===== config.mk =====
export PLATFORM = sky130hd
export DESIGN_NAME = cla_add_sequencer
export DESIGN_NICKNAME = d
export VERILOG_FILES = /design/src/rtl/cla_add_sequencer.sv
export SDC_FILE = /design/constraint.sdc
export NUM_CORES = 1
export LEC_CHECK = 0
export CAP_MARGIN = 20
export CELL_PAD_IN_SITES_DETAIL_PLACEMENT = 0
export CELL_PAD_IN_SITES_GLOBAL_PLACEMENT = 2
export CORE_UTILIZATION = 35
export CTS_CLUSTER_DIAMETER = 80
export DETAILED_ROUTE_END_ITERATION = 10
export GPL_TIMING_DRIVEN = 0
export PLACE_DENSITY_LB_ADDON = 0.1
export SKIP_LAST_GASP = 1
export SLEW_MARGIN = 20
export SYNTH_ARGS = -nofsm -noshare
export SYNTH_HDL_FRONTEND = slang
export SYNTH_SLANG_ARGS = --single-unit

===== constraint.sdc =====
create_clock -name clock -period 7 [get_ports clock]
set_clock_uncertainty 0.05 [all_clocks]
set_input_delay 0.7 -clock clock [delete_from_list [all_inputs] [get_ports clock]]
set_output_delay 0.7 -clock clock [all_outputs]
set_load 0.02 [all_outputs]

===== src/rtl/cla_add_sequencer.sv =====
// Operand-issue / result-capture stage for a registered carry-lookahead adder.
// Queues operand pairs, isolates each adder operation, returns Sum/Cout in order.
module cla_add_sequencer #(
  parameter int WIDTH   = 32,
  parameter int DEPTH   = 4,
  parameter int ADD_LAT = 1
) (
  input  logic             clock,
  input  logic             reset,
  input  logic             in_valid,
  output logic             in_ready,
  input  logic [WIDTH-1:0] in_a,
  input  logic [WIDTH-1:0] in_b,
  output logic [WIDTH-1:0] add_a,
  output logic [WIDTH-1:0] add_b,
  input  logic [WIDTH-1:0] add_sum,
  input  logic             add_cout,
  output logic             out_valid,
  input  logic             out_ready,
  output logic [WIDTH-1:0] out_sum,
  output logic             out_cout,
  output logic             busy
);

  localparam int AW = (DEPTH > 1) ? $clog2(DEPTH) : 1;
  localparam int CW = (ADD_LAT > 0) ? $clog2(ADD_LAT + 1) : 1;

  localparam logic [1:0] IDLE = 2'd0;
  localparam logic [1:0] WAIT = 2'd1;
  localparam logic [1:0] HOLD = 2'd2;

  logic [WIDTH-1:0] mem_a [DEPTH];
  logic [WIDTH-1:0] mem_b [DEPTH];
  logic [AW-1:0]    wr_ptr;
  logic [AW-1:0]    rd_ptr;
  logic [AW:0]      count;
  logic [1:0]       state;
  logic [CW-1:0]    wait_cnt;
  logic             push;
  logic             pop;

  // in_ready depends only on the registered count, never on pop
  assign in_ready = (count != DEPTH[AW:0]);
  assign push     = in_valid && in_ready;
  assign pop      = (state == IDLE) && (count != '0);
  assign busy     = (state != IDLE) || (count != '0);

  always_ff @(posedge clock) begin
    if (push) begin
      mem_a[wr_ptr] <= in_a;
      mem_b[wr_ptr] <= in_b;
    end
  end

  always_ff @(posedge clock or negedge reset) begin
    if (!reset) begin
      wr_ptr <= '0;
      rd_ptr <= '0;
      count  <= '0;
    end else begin
      if (push) wr_ptr <= wr_ptr + 1'b1;
      if (pop)  rd_ptr <= rd_ptr + 1'b1;
      case ({push, pop})
        2'b10:   count <= count + 1'b1;
        2'b01:   count <= count - 1'b1;
        default: count <= count;
      endcase
    end
  end

  always_ff @(posedge clock or negedge reset) begin
    if (!reset) begin
      state     <= IDLE;
      add_a     <= '0;
      add_b     <= '0;
      wait_cnt  <= '0;
      out_sum   <= '0;
      out_cout  <= 1'b0;
      out_valid <= 1'b0;
    end else begin
      case (state)
        IDLE: begin
          if (pop) begin
            add_a    <= mem_a[rd_ptr];
            add_b    <= mem_b[rd_ptr];
            wait_cnt <= ADD_LAT[CW-1:0];
            state    <= WAIT;
          end else begin
            add_a <= '0;
            add_b <= '0;
          end
        end
        WAIT: begin
          if (wait_cnt == '0) begin
            out_sum   <= add_sum;
            out_cout  <= add_cout;
            out_valid <= 1'b1;
            add_a     <= '0;
            add_b     <= '0;
            state     <= HOLD;
          end else begin
            wait_cnt <= wait_cnt - 1'b1;
          end
        end
        HOLD: begin
          if (out_valid && out_ready) begin
            out_valid <= 1'b0;
            state     <= IDLE;
          end
        end
        default: state <= IDLE;
      endcase
    end
  end

endmodule

==> metrics.csv, run 1 <==
stage;metric;value;unit
power_and_ir_drop;power_density;464.1;mW/mm²
setup_path;cp_top_family;buffers and inverters;
die;coreArea;0.03696;mm²
global_routing;antenna_found_initial;3;
setup_path;critPathRequiredTime;6.25;ns
clock_tree;h-tree-depth;2;
yosys;netlist_instances;600;
power_and_ir_drop;p_seq_frac;0.393;
setup_path;critical_path_buf_inv_count;1;
setup_path;critPathSlowestCell;clkdlybuf4s50_1;
yosys;syn_nets;707;
die;die_area;0.03873;mm²
drt;wirelength;29580;µm
yosys;ys_seq_area_frac;0.7824;
clock_tree;clock_path_buffers;3;
setup_path;worst_path_largest_cell_delay;0.60;ns
yosys;yosysWarnings;0;
clock_tree;path_clk_slew;0.05;ns
global_routing;grt_overflow_total;0;
global_routing;grt_max_degree;73;
power_and_ir_drop;internal_power;5.629;mW
die;start_util;0.3593;
drt;drtIter0Drc;243;
timing;final.setup.worst_slack;4.235;ns
power_and_ir_drop;p_switching;2.478;mW
timing;period_share;0.3950;
die;die_w;196.8;µm
placed_design;gp_congestion;0.6695;
drt;drc;0;
setup_path;crit_type;register to primary output;
timing;fmax;361.7;MHz
placed_design;hpwl;18190;µm
yosys;netlist_top_cells_count;edfxtp_1 (256), dfrtp_1 (108), a22o_1 (64), mux4_2 (64), mux2_2 (28);
job;maxCapViolations;0;
power_and_ir_drop;pwr-share-clk;0.265;
clock_tree;clock_latency;0.52;ns
global_routing;grt_pass1_vias;7459;
die;rows;70;
setup_path;path_max_fanout;6;
yosys;synth.most_common_cell;edfxtp_1;
drt;wire_per_inst;21.34;µm
setup_path;cp-end-kind;primary output;
yosys;synthFlopType;edfxtp_1;
drt;viasPerCell;4.875;
die;die_y;196.8;µm
timing;rsz0062_at_grt;false;
cells_and_area;area_growth;31.53;%
timing;worstMarginPinSlew;0.7161;ns
worst_hold_path;hold_class;register to register;
timing;hold_viol;0;
global_routing;grtUsageTotal;0.1566;
cells_and_area;final_nets;956;
setup_path;path_cells;or3b_1 -> clkdlybuf4s50_1;
drt;vias;6757;
die;pin_count;201;
timing;slew_headroom;0.5226;
power_and_ir_drop;p_leak;6.276;nW
setup_path;critPathLaunchType;register;
timing;tns;0;ns
yosys;synth-edff-count;256;
cells_and_area;fillCellCount;3165;
power_and_ir_drop;p_sw_frac;0.3057;
placed_design;portBuffers;200;
power_and_ir_drop;combPwrFrac;0.342;
clock_tree;cts-resized-gates;0;
timing;slew_violations;0;
placed_design;place_ws;4.317;ns
drt;ant_nets;0;
clock_tree;cts_tree;built;
yosys;postSynthAreaPerCell;22.13;µm²
cells_and_area;drive_above_1_share;0.2145;
setup_path;crit_arrival;2.02;ns
outcome;status;completed;
clock_tree;ctsRootBufferMaster;clkbuf_16;
drt;drtPass1Iterations;4;
yosys;ys_async_sr_fraction;0.2967;
yosys;yosysTopAreaCell;edfxtp_1;
timing;finalCriticalPeriod;2.765;ns
yosys;synth_seq_cells;364;
yosys;synth_area_leaders;edfxtp_1 (58%), dfrtp_1 (20%), mux4_2 (11%), a22o_1 (4.2%), mux2_2 (2.4%);
power_and_ir_drop;ir_drop;0.2181;mV
yosys;ys_types;30;
clock_tree;cts_num_sinks;364;
global_routing;grt_pass1_wl;45250;µm
yosys;netlist_area;0.01328;mm²
yosys;synth_top_area_frac;0.5789;
timing;finalSetupViolations;0;
clock_tree;numCtsBuffers;41;
[cells by family after synthesis]
family	Yosys count	share of synthesized area
compound gates	72	0.04598
xor+xnor	6	0.003958
fa+ha+maj	6	0.006218
buf+inv	39	0.01592
flops	364	0.7824
mux	99	0.1381
simple gates	14	0.007443
[power groups by stage]
stage	clock network, mW	registers (mW)	logic [mW]
after global placement	0	3.25	2.76
after detailed placement	0	3.23	2.85
after global routing	2.29	3.25	3.00
final	2.15	3.19	2.78
after floorplan	0	3.50	1.39
after CTS	2.21	3.20	2.86
[worst register-to-register path, stage by stage (launching register included)]
cell and delay, ns:
dfrtp_1 0.44, nor3_2 0.56, buf_2 0.39, ha_1 0.25, inv_1 0.06, fa_1 0.37
xor2_1 0.15, nor2_1 0.13, xor2_1 0.16
[what timing repair did]
action / in CTS / in global routing
hold endpoints to repair: 3 / 0
setup buffers: 0 / 0
hold buffers: 1 / 0
setup endpoints to repair: 0 / 0
[flip-flops by register name, summed over array words and instances (netlist names)]
signal     count
mem_a        128
mem_b        128
add_a         32
add_b         32
out_sum       32
count          3
rd_ptr         2
state          2
wr_ptr         2
out_cout       1
out_valid      1
wait_cnt       1
[worst paths after layout]
check	startpoint	end	slack, ns	cells after the start
max reg2reg	state[1]	count[2]	4.37	8
min	out_sum[12]	out_sum[12]	0.44	1
max	count[0]	in_ready	4.23	2
min in group asynchronous	reset	add_b[7]	0.60	2
min reg2reg	out_sum[12]	out_sum[12]	0.44	1
max in group asynchronous	reset	out_sum[30]	5.57	3
[area by class of cell]
cell class	count	area, µm²	area share
diodes	1	2.502	0.0001433
plain buffers	31	181.4	0.01039
clock buffers	58	1222	0.06998
clock inverters	17	157.7	0.009025
inverters	8	30.03	0.001719
multi-input cells	197	2699	0.1545
flip-flops and latches	364	10390	0.5948
well taps	504	630.6	0.03610
repair buffers	206	2155	0.1233
[layer usage]
| metal | wire length, µm | part of all wire | GRT usage |
|---|---|---|---|
| met3 | 2038 | 0.069 | 0.04415 |
| met4 | 494 | 0.017 | 0.03819 |
| met1 | 12520 | 0.42 | 0.2009 |
| met5 | 13 | 0.00044 | 0 |
| met2 | 14520 | 0.49 | 0.2623 |
[cells in the final DEF, fill, tap and decap left out, types with 2 or more instances in the layout]
master and n:
edfxtp_1 256, clkdlybuf4s50_1 199, dfrtp_1 108, mux4_2 64, a22o_1 64, clkbuf_16 43
mux2_2 28, clkbuf_1 16, buf_2 10, clkbuf_8 9, inv_1 8, clkinv_2 8
mux2_1 6, buf_6 5, ha_1 5, clkinv_1 5, buf_16 5, and3_4 4
buf_4 4, xnor2_1 3, a21o_1 3, xor2_1 3, bufinv_16 3, nor3_2 2
nor2_1 2, buf_1 2, a21oi_1 2, o21ai_0 2
[stage by stage]
step	total power, mW	std cells	cell area, µm²	hold WS, ns	util
2_1_floorplan	4.890	600	13280	0.3544	-
3_3_place_gp	6.013	1304	15910	0.4216	0.4305
3_5_place_dp	6.087	1309	16080	0.4309	0.4349
4_1_cts	8.267	1385	17470	0.4434	0.4725
5_1_grt	8.534	1385	17470	0.4626	0.4725
6_report	8.107	1386	17470	0.4364	0.4726
Note: power is estimated with default switching activity, not from simulation.
==> run 2: changes to the inputs <==
- clock period: 7 -> 2.9 ns (I/O delays scaled with it)
==> results of run 2 <==
The final DEF is identical to that of run 1. Status: completed.
Main changes from that run: setup slack after placement 4.317 ns -> 0.2171 ns; clock-pin slew on the worst setup and hold paths 0.05 ns -> 0.06 ns; setup slack after layout 4.235 ns -> 0.2663 ns; hold slack 0.4364 ns -> 0.1931 ns; start point of the critical path count[0] -> state[1]; end point of the critical path in_ready -> count[2]; register-to-register setup slack 4.37 ns -> 0.27 ns; total power 8.107 mW -> 19.57 mW; worst IR drop on VDD 0.2181 mV -> 0.5264 mV
==> run 3: changes to the inputs <==
- ABC_AREA: unset -> 1
==> run 3 against run 2 <==
Sequential power fell by 0.5%. Clock-buffer cell count rose by 6. Area after synthesis rose by 4.1%. Fmax rose by 7.8%. Worst setup slack improved by 0.19 ns. Final cell count rose by 42%. Combinational power rose by 17%. Die area rose by 4.0%. Critical path type unchanged. Critical endpoint unchanged. Largest power group is now combinational cells.
==> metrics.csv, run 3 <==
stage;metric;value;unit
outcome;status;completed;
worst_hold_path;hold_class;input pin to async pin;
placed_design;hpwl;23110;µm
cells_and_area;largestRegisters;mem_a (128), mem_b (128);
cells_and_area;fillCellCount;3554;
global_routing;grt_max_degree;74;
setup_path;critPathRequiredTime;3.27;ns
drt;viasPerCell;4.605;
timing;fmax;409.1;MHz
yosys;ys_async_sr_fraction;0.2967;
placed_design;dpl_cell_area;0.01685;mm²
setup_path;cp-end-kind;register;
timing;worstMarginPinSlew;0.7847;ns
yosys;yosysWarnings;0;
die;die_y;200.7;µm
die;die_w;200.7;µm
timing;period_share;0.8428;
timing;hold_viol;0;
power_and_ir_drop;power.total;20.67;mW
yosys;ys_seq_area_frac;0.7517;
cells_and_area;multiInputGateArea;0.003093;mm²
timing;slew_violations;0;
yosys;synthFlopType;edfxtp_1;
cells_and_area;antenna_cells;0;
setup_path;critPathLaunchType;register;
drt;drc;0;
drt;ant_nets;0;
cells_and_area;mostFrequentLayoutCell;nand2_1;
die;coreArea;0.03883;mm²
timing;finalSetupViolations;0;
drt;vias;9090;
global_routing;grtUsageTotal;0.1785;
drt;drtPass1Iterations;5;
drt;wire_per_inst;18.04;µm
placed_design;gp_congestion;0.7173;
drt;drtIter0Drc;452;
cells_and_area;finalNonFillerCells;1974;
global_routing;grt_pass1_wl;54790;µm
clock_tree;h-tree-depth;2;
cells_and_area;finalInstanceArea;0.01825;mm²
clock_tree;clock_path_buffers;3;
clock_tree;post_cts.repair.setup_buffers;0;
clock_tree;cts_tree;built;
cells_and_area;most-common-layout-cells;nand2_1 (501), edfxtp_1 (256), clkdlybuf4s50_1 (199);
placed_design;dp.cells;1895;
yosys;netlist_instances;1163;
global_routing;grt_overflow_total;0;
timing;slew_headroom;0.4769;
clock_tree;numCtsBuffers;42;
cells_and_area;final_nets;1529;
global_routing;grt_pass1_vias;9168;
clock_tree;ctsRootBufferMaster;clkbuf_16;
yosys;postSynthAreaPerCell;11.88;µm²
yosys;synth_area_leaders;edfxtp_1 (56%), dfrtp_1 (20%), nand2_1 (14%), nand3_1 (7.1%), buf_2 (0.91%);
yosys;netlist_area;0.01382;mm²
setup_path;crit_type;register to register;
cells_and_area;fin_util;0.4699;
cells_and_area;drive_above_1_share;0.07967;
clock_tree;path_clk_slew;0.05;ns
yosys;synth_top_area_frac;0.5562;
setup_path;path_max_fanout;10;
placed_design;portBuffers;200;
timing;holdWs;0.1862;ns
yosys;ys_types;19;
power_and_ir_drop;ir_drop;0.4866;mV
yosys;netlist_top_cells_count;nand2_1 (501), edfxtp_1 (256), nand3_1 (197), dfrtp_1 (108), buf_2 (25);
timing;finalCriticalPeriod;2.444;ns
yosys;synth-edff-count;256;
drt;wirelength;35620;µm
setup_path;crit_arrival;2.81;ns
die;pin_count;201;
clock_tree;cts_num_sinks;364;
cells_and_area;regArea;0.01039;mm²
yosys;yosysTopAreaCell;edfxtp_1;
cells_and_area;area_growth;32.01;%
timing;rsz0062_at_grt;false;
global_routing;antenna_found_initial;2;
die;die_area;0.04029;mm²
clock_tree;clock_latency;0.54;ns
yosys;synth_seq_cells;364;
yosys;synth.most_common_cell;nand2_1;
die;start_util;0.3560;
power_and_ir_drop;power_density;1133;mW/mm²
job;maxCapViolations;0;
power_and_ir_drop;p_leak;7.315;nW
yosys;syn_nets;1270;
die;rows;72;
[run 3: changes by cell type after synthesis, moves of 14 or more]
| cell | delta |
|---|---|
| mux4_2 | -64 |
| a22o_1 | -64 |
| nand2_1 | +500 |
| mux2_2 | -28 |
| clkbuf_1 | +14 |
| nand3_1 | +197 |
| buf_2 | +15 |
[run 3: power breakdown]
| part | internal, mW | switching (mW) | total [mW] |
|---|---|---|---|
| sequential | 7.10 | 0.547 | 7.65 |
| combinational | 2.85 | 4.96 | 7.81 |
| clock | 3.17 | 2.05 | 5.21 |
[run 3: final timing paths]
path                             start  slack [ns]  cells past startpoint     endpoint
hold reg to reg            out_sum[16]        0.42                      2  out_sum[16]
hold / removal                   reset        0.19                      2    add_b[17]
setup / recovery              state[0]        0.46                     10     count[2]
min in group clock         add_sum[16]        0.25                      3  out_sum[16]
max in group asynchronous        reset        1.90                      3    add_a[12]
setup reg to reg              state[0]        0.46                     10     count[2]
[run 3: repair_timing]
action	4_1_cts	5_1_grt
endpoints found under the hold margin	90	0
gates resized for setup	0	0
hold buffers	1	0
[run 3: cell type report]
cell class                      count  area share
Buffer                             60     0.01653
Clock buffer                       64     0.06892
Clock inverter                     14    0.006789
Inverter                           18    0.003703
Multi-Input combinational cell    721      0.1695
Sequential cell                   364      0.5694
Tap cell                          518     0.03552
Timing Repair Buffer              215      0.1296
[run 3: per-stage QoR]
stage / setup slack, ns / TNS, ns
global placement: -3.626 / -873.09
floorplan: -0.1459 / -37.34
finish: 0.4558 / 0
global route: 0.1936 / 0
detailed placement: 0.4126 / 0
CTS: 0.4136 / 0
[run 3: logic make-up (layout without fill, tap and decap cells)]
kind of cell	after synthesis	count (layout)	synth area share
buffers and inverters	78	371	0.02670
and+or+nand+nor	706	706	0.2110
adders and majority gates	6	6	0.005975
DFF	364	364	0.7517
AOI/OAI and AO/OA	4	4	0.001448
xor gates and xnor gates	5	5	0.003169
[run 3: routing by layer]
metal / global-route usage / vias up / part of all wire
met5: 0 / - / 0.00065
met4: 0.04989 / 4 / 0.019
met3: 0.03669 / 50 / 0.048
met1: 0.2480 / 4344 / 0.47
met2: 0.2839 / 231 / 0.46
li1: - / 4461 / -
[run 3: worst max-delay path: stages (launching register included)]
cell and delay (ns):
dfrtp_1 0.36, inv_1 0.18, nand2_1 0.10, a21oi_1 0.14, clkbuf_1 0.47, ha_1 0.27, inv_1 0.07, fa_1 0.38
nand2_1 0.08, nand3_1 0.08, xor2_1 0.14
